File: config.mk
export PLATFORM = sky130hd
export DESIGN_NAME = lfsr_wb_sequencer
export DESIGN_NICKNAME = d
export VERILOG_FILES = /design/src/rtl/lfsr_wb_sequencer.sv
export SDC_FILE = /design/constraint.sdc
export NUM_CORES = 1
export LEC_CHECK = 0
export ABC_AREA = 1
export CAP_MARGIN = 25
export CORE_ASPECT_RATIO = 0.7
export CORE_UTILIZATION = 60
export CTS_BUF_LIST = sky130_fd_sc_hd__clkbuf_2
export DETAILED_ROUTE_END_ITERATION = 8
export PLACE_DENSITY = 0.88
export SETUP_SLACK_MARGIN = 0.02
export SLEW_MARGIN = 20
export SYNTH_ARGS = -nofsm -noshare
export SYNTH_HDL_FRONTEND = slang
export SYNTH_SLANG_ARGS = --single-unit
File: constraint.sdc
create_clock -name i_clk -period 3.7 [get_ports i_clk]
set_clock_uncertainty 0.15 [all_clocks]
set_input_delay 0.925 -clock i_clk [delete_from_list [all_inputs] [get_ports i_clk]]
set_output_delay 0.925 -clock i_clk [all_outputs]
set_load 0.1 [all_outputs]
File: src/rtl/lfsr_wb_sequencer.sv
// Wishbone master for the LFSR slave: holds it in reset, writes four seed bytes, loads, runs,
// then reads 8*count output bits and assembles them MSB-first into a byte stream.
module lfsr_wb_sequencer #(
   parameter logic [2:0] READ_ADDR      = 3'b100,
   parameter int         TIMEOUT_CYCLES = 16
) (
   input  logic        i_clk,
   input  logic        i_reset,
   input  logic        i_start,
   input  logic [31:0] i_seed,
   input  logic [7:0]  i_count,
   output logic        o_busy,
   output logic        o_done,
   output logic        o_err,
   output logic [7:0]  o_byte,
   output logic        o_byte_valid,
   output logic        o_wb_cyc,
   output logic        o_wb_stb,
   output logic        o_wb_we,
   output logic [2:0]  o_wb_addr,
   output logic [7:0]  o_wb_data,
   input  logic        i_wb_stall,
   input  logic        i_wb_data,
   input  logic        i_wb_ack
);
   localparam int            TW        = $clog2(TIMEOUT_CYCLES + 1);
   localparam logic [TW-1:0] TMO_LAST  = TW'(TIMEOUT_CYCLES - 1);
   localparam logic [2:0]    CTRL_ADDR = 3'd4;
   localparam logic [2:0]    LAST_STEP = 3'd6;

   typedef enum logic [2:0] {S_IDLE, S_REQ, S_WAIT_ACK, S_GAP, S_DONE} state_t;

   state_t        r_state;
   logic [31:0]   r_seed;
   logic [7:0]    r_count;
   logic [7:0]    r_byte_cnt;
   logic [2:0]    r_step;
   logic [2:0]    r_bit_cnt;
   logic          r_rd;
   logic [6:0]    r_sr;
   logic [TW-1:0] r_tmo;

   logic          w_accept;
   logic          w_ack;
   logic          w_tmo;
   logic [2:0]    w_next_step;

   // Acks are only honoured once the request has been accepted (not while stalled).
   assign w_accept    = (r_state == S_REQ) && !i_wb_stall;
   assign w_ack       = i_wb_ack && (w_accept || (r_state == S_WAIT_ACK));
   assign w_tmo       = ((r_state == S_REQ) || (r_state == S_WAIT_ACK)) && (r_tmo == TMO_LAST);
   assign w_next_step = r_step + 3'd1;

   function automatic logic [2:0] f_addr(input logic [2:0] step);
      if ((step >= 3'd1) && (step <= 3'd4)) f_addr = step - 3'd1;
      else                                  f_addr = CTRL_ADDR;
   endfunction

   function automatic logic [7:0] f_data(input logic [2:0] step, input logic [31:0] seed);
      case (step)
         3'd0:    f_data = 8'h01;
         3'd1:    f_data = seed[7:0];
         3'd2:    f_data = seed[15:8];
         3'd3:    f_data = seed[23:16];
         3'd4:    f_data = seed[31:24];
         3'd5:    f_data = 8'h02;
         default: f_data = 8'h00;
      endcase
   endfunction

   always_ff @(posedge i_clk) begin
      if (i_reset) begin
         r_state      <= S_IDLE;
         r_seed       <= '0;
         r_count      <= '0;
         r_byte_cnt   <= '0;
         r_step       <= '0;
         r_bit_cnt    <= '0;
         r_rd         <= 1'b0;
         r_sr         <= '0;
         r_tmo        <= '0;
         o_busy       <= 1'b0;
         o_done       <= 1'b0;
         o_err        <= 1'b0;
         o_byte       <= '0;
         o_byte_valid <= 1'b0;
         o_wb_cyc     <= 1'b0;
         o_wb_stb     <= 1'b0;
         o_wb_we      <= 1'b0;
         o_wb_addr    <= '0;
         o_wb_data    <= '0;
      end else begin
         o_done       <= 1'b0;
         o_byte_valid <= 1'b0;
         case (r_state)
            S_IDLE: begin
               if (i_start) begin
                  r_seed     <= i_seed;
                  r_count    <= i_count;
                  r_step     <= '0;
                  r_rd       <= 1'b0;
                  r_byte_cnt <= '0;
                  r_bit_cnt  <= '0;
                  r_sr       <= '0;
                  r_tmo      <= '0;
                  o_err      <= 1'b0;
                  o_busy     <= 1'b1;
                  o_wb_cyc   <= 1'b1;
                  o_wb_stb   <= 1'b1;
                  o_wb_we    <= 1'b1;
                  o_wb_addr  <= CTRL_ADDR;
                  o_wb_data  <= 8'h01;
                  r_state    <= S_REQ;
               end
            end
            S_REQ, S_WAIT_ACK: begin
               r_tmo <= r_tmo + TW'(1);
               if (w_ack) begin
                  o_wb_cyc <= 1'b0;
                  o_wb_stb <= 1'b0;
                  r_state  <= S_GAP;
                  if (r_rd) begin
                     r_sr      <= {r_sr[5:0], i_wb_data};
                     r_bit_cnt <= r_bit_cnt + 3'd1;
                     if (r_bit_cnt == 3'd7) begin
                        o_byte       <= {r_sr, i_wb_data};
                        o_byte_valid <= 1'b1;
                        r_byte_cnt   <= r_byte_cnt + 8'd1;
                     end
                  end
               end else if (w_tmo) begin
                  // Abort: any partially assembled byte is thrown away.
                  o_wb_cyc  <= 1'b0;
                  o_wb_stb  <= 1'b0;
                  o_wb_we   <= 1'b0;
                  o_wb_addr <= '0;
                  o_wb_data <= '0;
                  o_err     <= 1'b1;
                  o_done    <= 1'b1;
                  o_busy    <= 1'b0;
                  r_sr      <= '0;
                  r_bit_cnt <= '0;
                  r_state   <= S_DONE;
               end else if (w_accept) begin
                  o_wb_stb <= 1'b0;
                  r_state  <= S_WAIT_ACK;
               end
            end
            S_GAP: begin
               r_tmo <= '0;
               if (!r_rd && (r_step != LAST_STEP)) begin
                  r_step    <= w_next_step;
                  o_wb_cyc  <= 1'b1;
                  o_wb_stb  <= 1'b1;
                  o_wb_we   <= 1'b1;
                  o_wb_addr <= f_addr(w_next_step);
                  o_wb_data <= f_data(w_next_step, r_seed);
                  r_state   <= S_REQ;
               end else if ((r_rd && (r_byte_cnt == r_count)) || (!r_rd && (r_count == 8'd0))) begin
                  o_done    <= 1'b1;
                  o_busy    <= 1'b0;
                  o_wb_we   <= 1'b0;
                  o_wb_addr <= '0;
                  o_wb_data <= '0;
                  r_state   <= S_DONE;
               end else begin
                  r_rd      <= 1'b1;
                  o_wb_cyc  <= 1'b1;
                  o_wb_stb  <= 1'b1;
                  o_wb_we   <= 1'b0;
                  o_wb_addr <= READ_ADDR;
                  o_wb_data <= '0;
                  r_state   <= S_REQ;
               end
            end
            S_DONE:  r_state <= S_IDLE;
            default: r_state <= S_IDLE;
         endcase
      end
   end
endmodule

==> key figures, run 1 <==
Power
  • Max VDD drop: 0.8415 mV
  • Cell internal pwr: 1.868 mW
  • Net switching power: 1.782 mW
  • Switching fraction of total power: 48.82%
  • Pwr/cell area: 691.1 nW/µm²
  • Clock power frac: 12.8%
  • Flop pwr share: 37.2%
  • P_leak: 2.158 nW
  • Comb pwr share: 50.1%

Worst setup path
  • Slowest cell on the critical path: dfxtp_1
  • Critical-path cell list: buf_4
  • Crit end category: output port
  • Critical path peak fanout: 2
  • Critical path type: register to output port
  • Arr. time, crit path: 1280 ps
  • CP peak stage delay: 410 ps
  • Critical Path Source Type: register
  • Worst EP required: 2620 ps
  • Worst path buffer plus inverter count: 1
  • CP delay by family, top: flip-flops

Global routing
  • Total grt overflow: 0
  • Largest net degree at the start of global routing: 62
  • Total track usage: 28.36%
  • Initial antenna violation count: 0
  • First-pass GRT wire length: 17.46 mm
  • Vias in the first global route: 3651

Timing
  • Hold Vio Cnt, Final: 0
  • Hold_ws: 312.4 ps
  • Unrepaired setup endpoints after global routing: no
  • Slew margin rel.: 53.26%
  • Worst-margin pin slew: 701.1 ps
  • Setup TNS: 0 ps
  • Fmax: 424.7 MHz
  • Setup Viol. Count Final: 0
  • Tcrit/Tclk final: 63.64%
  • Post-layout min period: 2355 ps
  • Max Slew Vio Count: 0

Clock network
  • TritonCTS Buffers: 9
  • Worst-Skew Late Latency: 570 ps
  • Htree depth: 3
  • CTS max path bufs: 2
  • Clock-pin slew on the worst setup and hold paths: 280 ps
  • Clock sinks: 96
  • Post-CTS Setup Bufs: 0
  • CTS tree: done
  • CTS root buf: clkbuf_2
  • Cts repair resizes: 0
  • Hold Buf Count CTS: 0

Synth
  • Top cell type by total area after synthesis: dfxtp_1
  • Synthesized-area fraction occupied by and/or/nand/nor cells: 26.17%
  • Mapped Nets: 659
  • Asr flop ratio synth: 0%
  • Post-Synth Adder-Cell Area: 2.763%
  • Yosys reg bits: 96
  • Synth area leaders: dfxtp_1 (42%), nand2_1 (11%), a21oi_1 (9.6%)
  • Post-synth top area share: 42.44%
  • Distinct cell type count after synthesis: 42
  • Seq/Total Area, Yosys: 42.44%
  • Synth Area in Compound Gates: 17.05%
  • Post-synthesis mux area share: 0%
  • Primary FF master, synth: dfxtp_1
  • EDFF count, synth: 0
  • Cells after Synth: 603
  • Largest family of logic cells by synthesized area: simple AND/OR/NAND/NOR gates
  • Xor/xnor share of the synthesized area: 2.128%
  • Cell area after synthesis: 4528 µm²
  • Syn Area/Cell: 7.509 µm²
  • Synth Warn #: 0

Routing
  • DRT antenna net count: 0
  • Drt wl/cell: 14.08 µm
  • TritonRoute pass-1 iters: 4
  • Post-DR vias/cell: 5.447
  • Total wire length: 10.77 mm
  • DRC Markers: 0
  • 1st-iter DRT viols: 384
  • Vias: 4167

Floorplan
  • Core Area: 7287 µm²
  • Chip Width: 105.8 µm
  • # IOs: 72
  • Placement row count: 26
  • Die Footprint: 7903 µm²
  • Initial core utilization: 62.14%
  • Die Ht: 74.68 µm

Finish
  • Fill count: 550
  • Nets: 718
  • Area Overhead vs Synth: 16.63%
  • Number of diodes: 0
  • Layout cells sized above 1: 12.44%

Run
  • Max-cap violation count: 0

Placement
  • DP Wirelength: 7.827 mm
  • Gp weighted congestion: 0.9136
  • PortBufs: 71

Hold path
  • Worst hold path class: register to register

Run status
  • Status: complete, no violations
==> power by group through the flow <==
stage | Sequential [mW] | Clock [mW] | Combinational (mW)
6_report | 1.36 | 0.466 | 1.83
5_1_grt | 1.38 | 0.520 | 2.00
4_1_cts | 1.35 | 0.472 | 1.80
3_5_place_dp | 1.37 | 0 | 1.80
3_3_place_gp | 1.36 | 0 | 1.73
2_1_floorplan | 1.56 | 0 | 1.28
==> state kept, by name, summed over array words and instances, names as in the netlist, 3 cells and up <==
| register | count |
|---|---|
| r_seed | 32 |
| o_byte | 8 |
| o_wb_data | 8 |
| r_byte_cnt | 8 |
| r_count | 8 |
| r_sr | 7 |
| r_tmo | 5 |
| o_wb_addr | 3 |
| r_bit_cnt | 3 |
| r_state | 3 |
| r_step | 3 |
==> worst register-to-register path, stage by stage (launching register included) <==
cell	delay, ps
dfxtp_1	420
nor2_2	240
nand2_2	130
inv_1	180
buf_4	300
nand2_1	160
buf_4	310
o21ai_0	310
a21oi_1	60
==> through the flow <==
step	area, µm²	worst slack (ps)	power [mW]	instances	util [%]
floorplan	4528	1516	2.843	603	-
global placement	5177	1017	3.092	749	71.05
detailed placement	5177	955.3	3.173	749	71.05
CTS	5281	1322	3.629	765	72.48
global route	5281	1251	3.898	765	72.48
finish	5281	1345	3.650	765	72.48
==> layout make-up <==
class | count | area, µm² | area share [%]
multi-input cells | 405 | 2178 | 41.25
flip-flops and latches | 96 | 1922 | 36.39
repair buffers | 75 | 670.6 | 12.70
inverters | 75 | 284.0 | 5.378
well taps | 98 | 122.6 | 2.322
clock inverters | 6 | 53.80 | 1.019
clock buffers | 10 | 50.05 | 0.9476
==> synth_stat cells, types with 2 or more instances <==
cell and number:
nand2_2 2, a211oi_1 2, inv_1 68, o2111ai_1 6
xor2_1 4, o211ai_1 2, o22ai_1 2, nand2_4 4
inv_2 6, clkbuf_1 14, nand4_1 9, nand3_2 2
dfxtp_1 96, buf_2 7, nand3_1 40, nor2_1 26
nor2_2 3, nor3_2 9, o21ai_0 26, o21ai_4 3
o21ai_1 8, a21oi_1 87, xnor2_1 7, ha_1 10
nor3_1 8, buf_6 4, nand2_1 133
==> metal layers <==
layer / track usage [%] / part of all wire (%)
met1: 41.40 / 49
met2: 43.28 / 43
met3: 5.281 / 7.1
met4: 8.179 / 1.4
met5: 0 / 0
==> logic make-up after synthesis <==
group / count (synthesis)
XOR/XNOR: 11
buffers and inverters: 102
AO/OA/AOI/OAI: 139
AND/OR/NAND/NOR: 245
adder cells (fa/ha/maj): 10
flip-flops: 96
==> path summary, 6_finish.rpt <==
kind                                    from           end  slack [ps]  depth (start not counted)
worst max-delay path            o_wb_data[5]  o_wb_data[5]        1350                          1
worst min-delay path                o_wb_stb      o_wb_stb         310                          2
worst max register to register    r_state[1]    r_count[5]        1360                          8
worst min register to register      o_wb_stb      o_wb_stb         310                          2
==> cells in the final DEF, fill, tap and decap left out, types with 2 or more instances in the layout <==
cell / count
nand2_1: 133
dfxtp_1: 96
a21oi_1: 87
inv_1: 68
clkdlybuf4s50_1: 44
nand3_1: 40
buf_4: 30
nor2_1: 26
o21ai_0: 26
ha_1: 10
clkbuf_2: 10
nand4_1: 9
nor3_2: 9
nor3_1: 8
o21ai_1: 8
xnor2_1: 7
inv_2: 6
o2111ai_1: 6
nand2_4: 4
xor2_1: 4
nor2_2: 3
o21ai_4: 3
nand2_2: 2
nand3_2: 2
o211ai_1: 2
a211oi_1: 2
o22ai_1: 2
inv_6: 2
(Power assumes the default switching activity.)
==> inputs of run 2 (changes only) <==
- CORE_UTILIZATION: 60 -> 56
- PLACE_DENSITY: 0.88 -> 0.83
- clock period: 3.7 -> 2.3 ns (I/O delays scaled with it)
==> run 2 against run 1 <==
  * Clock power up 77%
  * Sequential power up 60%
  * Clock-buffer cell count up 1
  * Die area up 7.0%
  * Routed wire length up 3.6%
  * Register-to-register slack worse by 1200 ps
  * Critical endpoint is now o_wb_data[1]
==> key figures, run 2 (synthesized netlist as in run 1, its figures left out) <==
Run status
  • Status: complete, no violations

Routing
  • DRT antenna net count: 0 (unchanged)
  • TritonRoute pass-1 iters: 7 (+3)
  • 1st-iter DRT viols: 417 (+8.6%)
  • DRC Markers: 0 (unchanged)
  • Drt wl/cell: 14.42 µm (+2.4%)
  • Total wire length: 11.16 mm (+3.6%)
  • Vias: 4226 (+1.4%)
  • Post-DR vias/cell: 5.460 (+0.24%)

Finish
  • Top reg by flops: r_seed
  • Max reg flops: 32 (unchanged)
  • Area Overhead vs Synth: 19.01%
  • Layout cells sized above 1: 13.52% (+1.1 points)
  • Final Core Density: 68.76% (-3.7 points)
  • Most frequent cells in the layout: nand2_1 (133), dfxtp_1 (96), a21oi_1 (87), inv_1 (68), clkdlybuf4s50_1 (44)
  • Number of diodes: 0 (unchanged)
  • Commonest non-fill, non-tap cell in the layout: nand2_1
  • Design Area, Final: 5389 µm² (+2.0%)
  • Nets: 724 (+0.84%)

Clock network
  • Hold Buf Count CTS: 0 (unchanged)
  • Post-CTS Setup Bufs: 0 (unchanged)
  • CTS max path bufs: 2 (unchanged)
  • Worst-Skew Late Latency: 600 ps (+30 ps)
  • CTS tree: done
  • CTS root buf: clkbuf_2
  • Clock-pin slew on the worst setup and hold paths: 250 ps (-30 ps)
  • Clock sinks: 96 (unchanged)
  • TritonCTS Buffers: 9 (unchanged)
  • Cts repair resizes: 0 (unchanged)
  • Htree depth: 3 (unchanged)

Power
  • Max VDD drop: 1.169 mV (+39%)
  • P_leak: 2.216 nW (+2.7%)
  • Tot Pwr: 6.073 mW (+66%)
  • Pwr/cell area: 1127 nW/µm² (+63%)

Floorplan
  • Chip Width: 109.5 µm (+3.4%)
  • Placement row count: 27 (+3.8%)
  • Die Ht: 77.24 µm (+3.4%)
  • Initial core utilization: 57.77% (-4.4 points)
  • Core Area: 7838 µm² (+7.6%)
  • Die Footprint: 8455 µm² (+7.0%)
  • # IOs: 72 (unchanged)

Timing
  • Worst-margin pin slew: 712.9 ps (+11.74 ps)
  • Max Slew Vio Count: 0 (unchanged)
  • Post-layout min period: 2121 ps
  • Setup Viol. Count Final: 0 (unchanged)
  • Fmax: 471.5 MHz
  • Hold Vio Cnt, Final: 0 (unchanged)
  • Tcrit/Tclk final: 92.21%
  • Setup TNS: 0 ps (unchanged)
  • Hold_ws: 197.5 ps (-114.9 ps)
  • Unrepaired setup endpoints after global routing: no
  • Slew margin rel.: 52.48% (-0.78 points)

Worst setup path
  • Reg2reg start: r_step[0]
  • Setup crit start: r_step[0]
  • Critical Path Source Type: register
  • Arr. time, crit path: 2510 ps (+1230 ps)
  • Crit end category: register
  • Critical path peak fanout: 9 (+7)
  • Worst EP required: 2690 ps (+70 ps)
  • Critical path type: register to register

Placement
  • DP Wirelength: 7.886 mm (+0.76%)
  • PortBufs: 71 (unchanged)
  • Gp weighted congestion: 0.8691 (-4.9%)
  • Placed Area: 5264 µm² (+1.7%)

Global routing
  • Total grt overflow: 0 (unchanged)
  • First-pass GRT wire length: 18.32 mm (+4.9%)
  • Initial antenna violation count: 0 (unchanged)
  • Largest net degree at the start of global routing: 62 (unchanged)
  • Vias in the first global route: 3866 (+5.9%)
  • Total track usage: 27.87% (-0.49 points)

Hold path
  • Hold Path Origin: i_reset
  • Worst hold path class: input pin to register

Run
  • Max-cap violation count: 0 (unchanged)
## run 2: cell count changes in the layout (fill, tap and decap cells not counted), sizes merged
cell      previous run  this run
clkinv               3         4
buf                 31        37
inv                 77        75
clkbuf              10        11
clkinvlp             1         0
bufinv               0         1
## run 2: path summary, 6_finish.rpt
| kind | cells after the start | end | slack [ps] |
|---|---|---|---|
| worst max-delay path | 7 | o_wb_data[1] | 180 |
| worst min-delay path | 4 | r_rd | 200 |
| worst max register to register | 7 | o_wb_data[1] | 180 |
| worst min register to register | 2 | o_byte[7] | 320 |
## run 2: through the flow
step / cells / worst slack [ps]
floorplan: 603 / 466.2
global placement: 758 / 67.84
detailed placement: 758 / 8.383
CTS: 774 / 160.6
global route: 774 / 9.062
finish: 774 / 179.3
## run 2: critical path: stages (launching register included)
cell and delay (ps):
dfxtp_1 470, ha_1 260, xor2_1 160, nor2_2 360, o21ai_1 130, inv_1 210
o21ai_0 180, a21oi_1 150
## run 2: power breakdown
| group | switching, mW | leakage (nW) | internal (mW) | total, mW |
|---|---|---|---|---|
| Clock | 0.565 | 0.0759 | 0.261 | 0.826 |
| Combinational | 2.11 | 1.35 | 0.962 | 3.07 |
| Sequential | 0.200 | 0.785 | 1.97 | 2.17 |
## run 2: cell type report
class / count / area, µm²
clock buffer: 11 / 55.05
timing repair buffer: 81 / 753.2
sequential: 96 / 1922
fill: 648 / 2449
inverter: 75 / 284.0
clock inverter: 5 / 57.56
multi-input combinational: 405 / 2191
tap: 101 / 126.4
## run 2: metal layers
metal	part of all wire, %	vias up	wire [µm]	global-route usage [%]
met5	0	-	0	0
met4	1.6	0	177	9.733
met3	8.6	17	964	7.398
met2	44	160	4886	39.37
met1	46	1939	5133	40.45
li1	-	2110	-	-
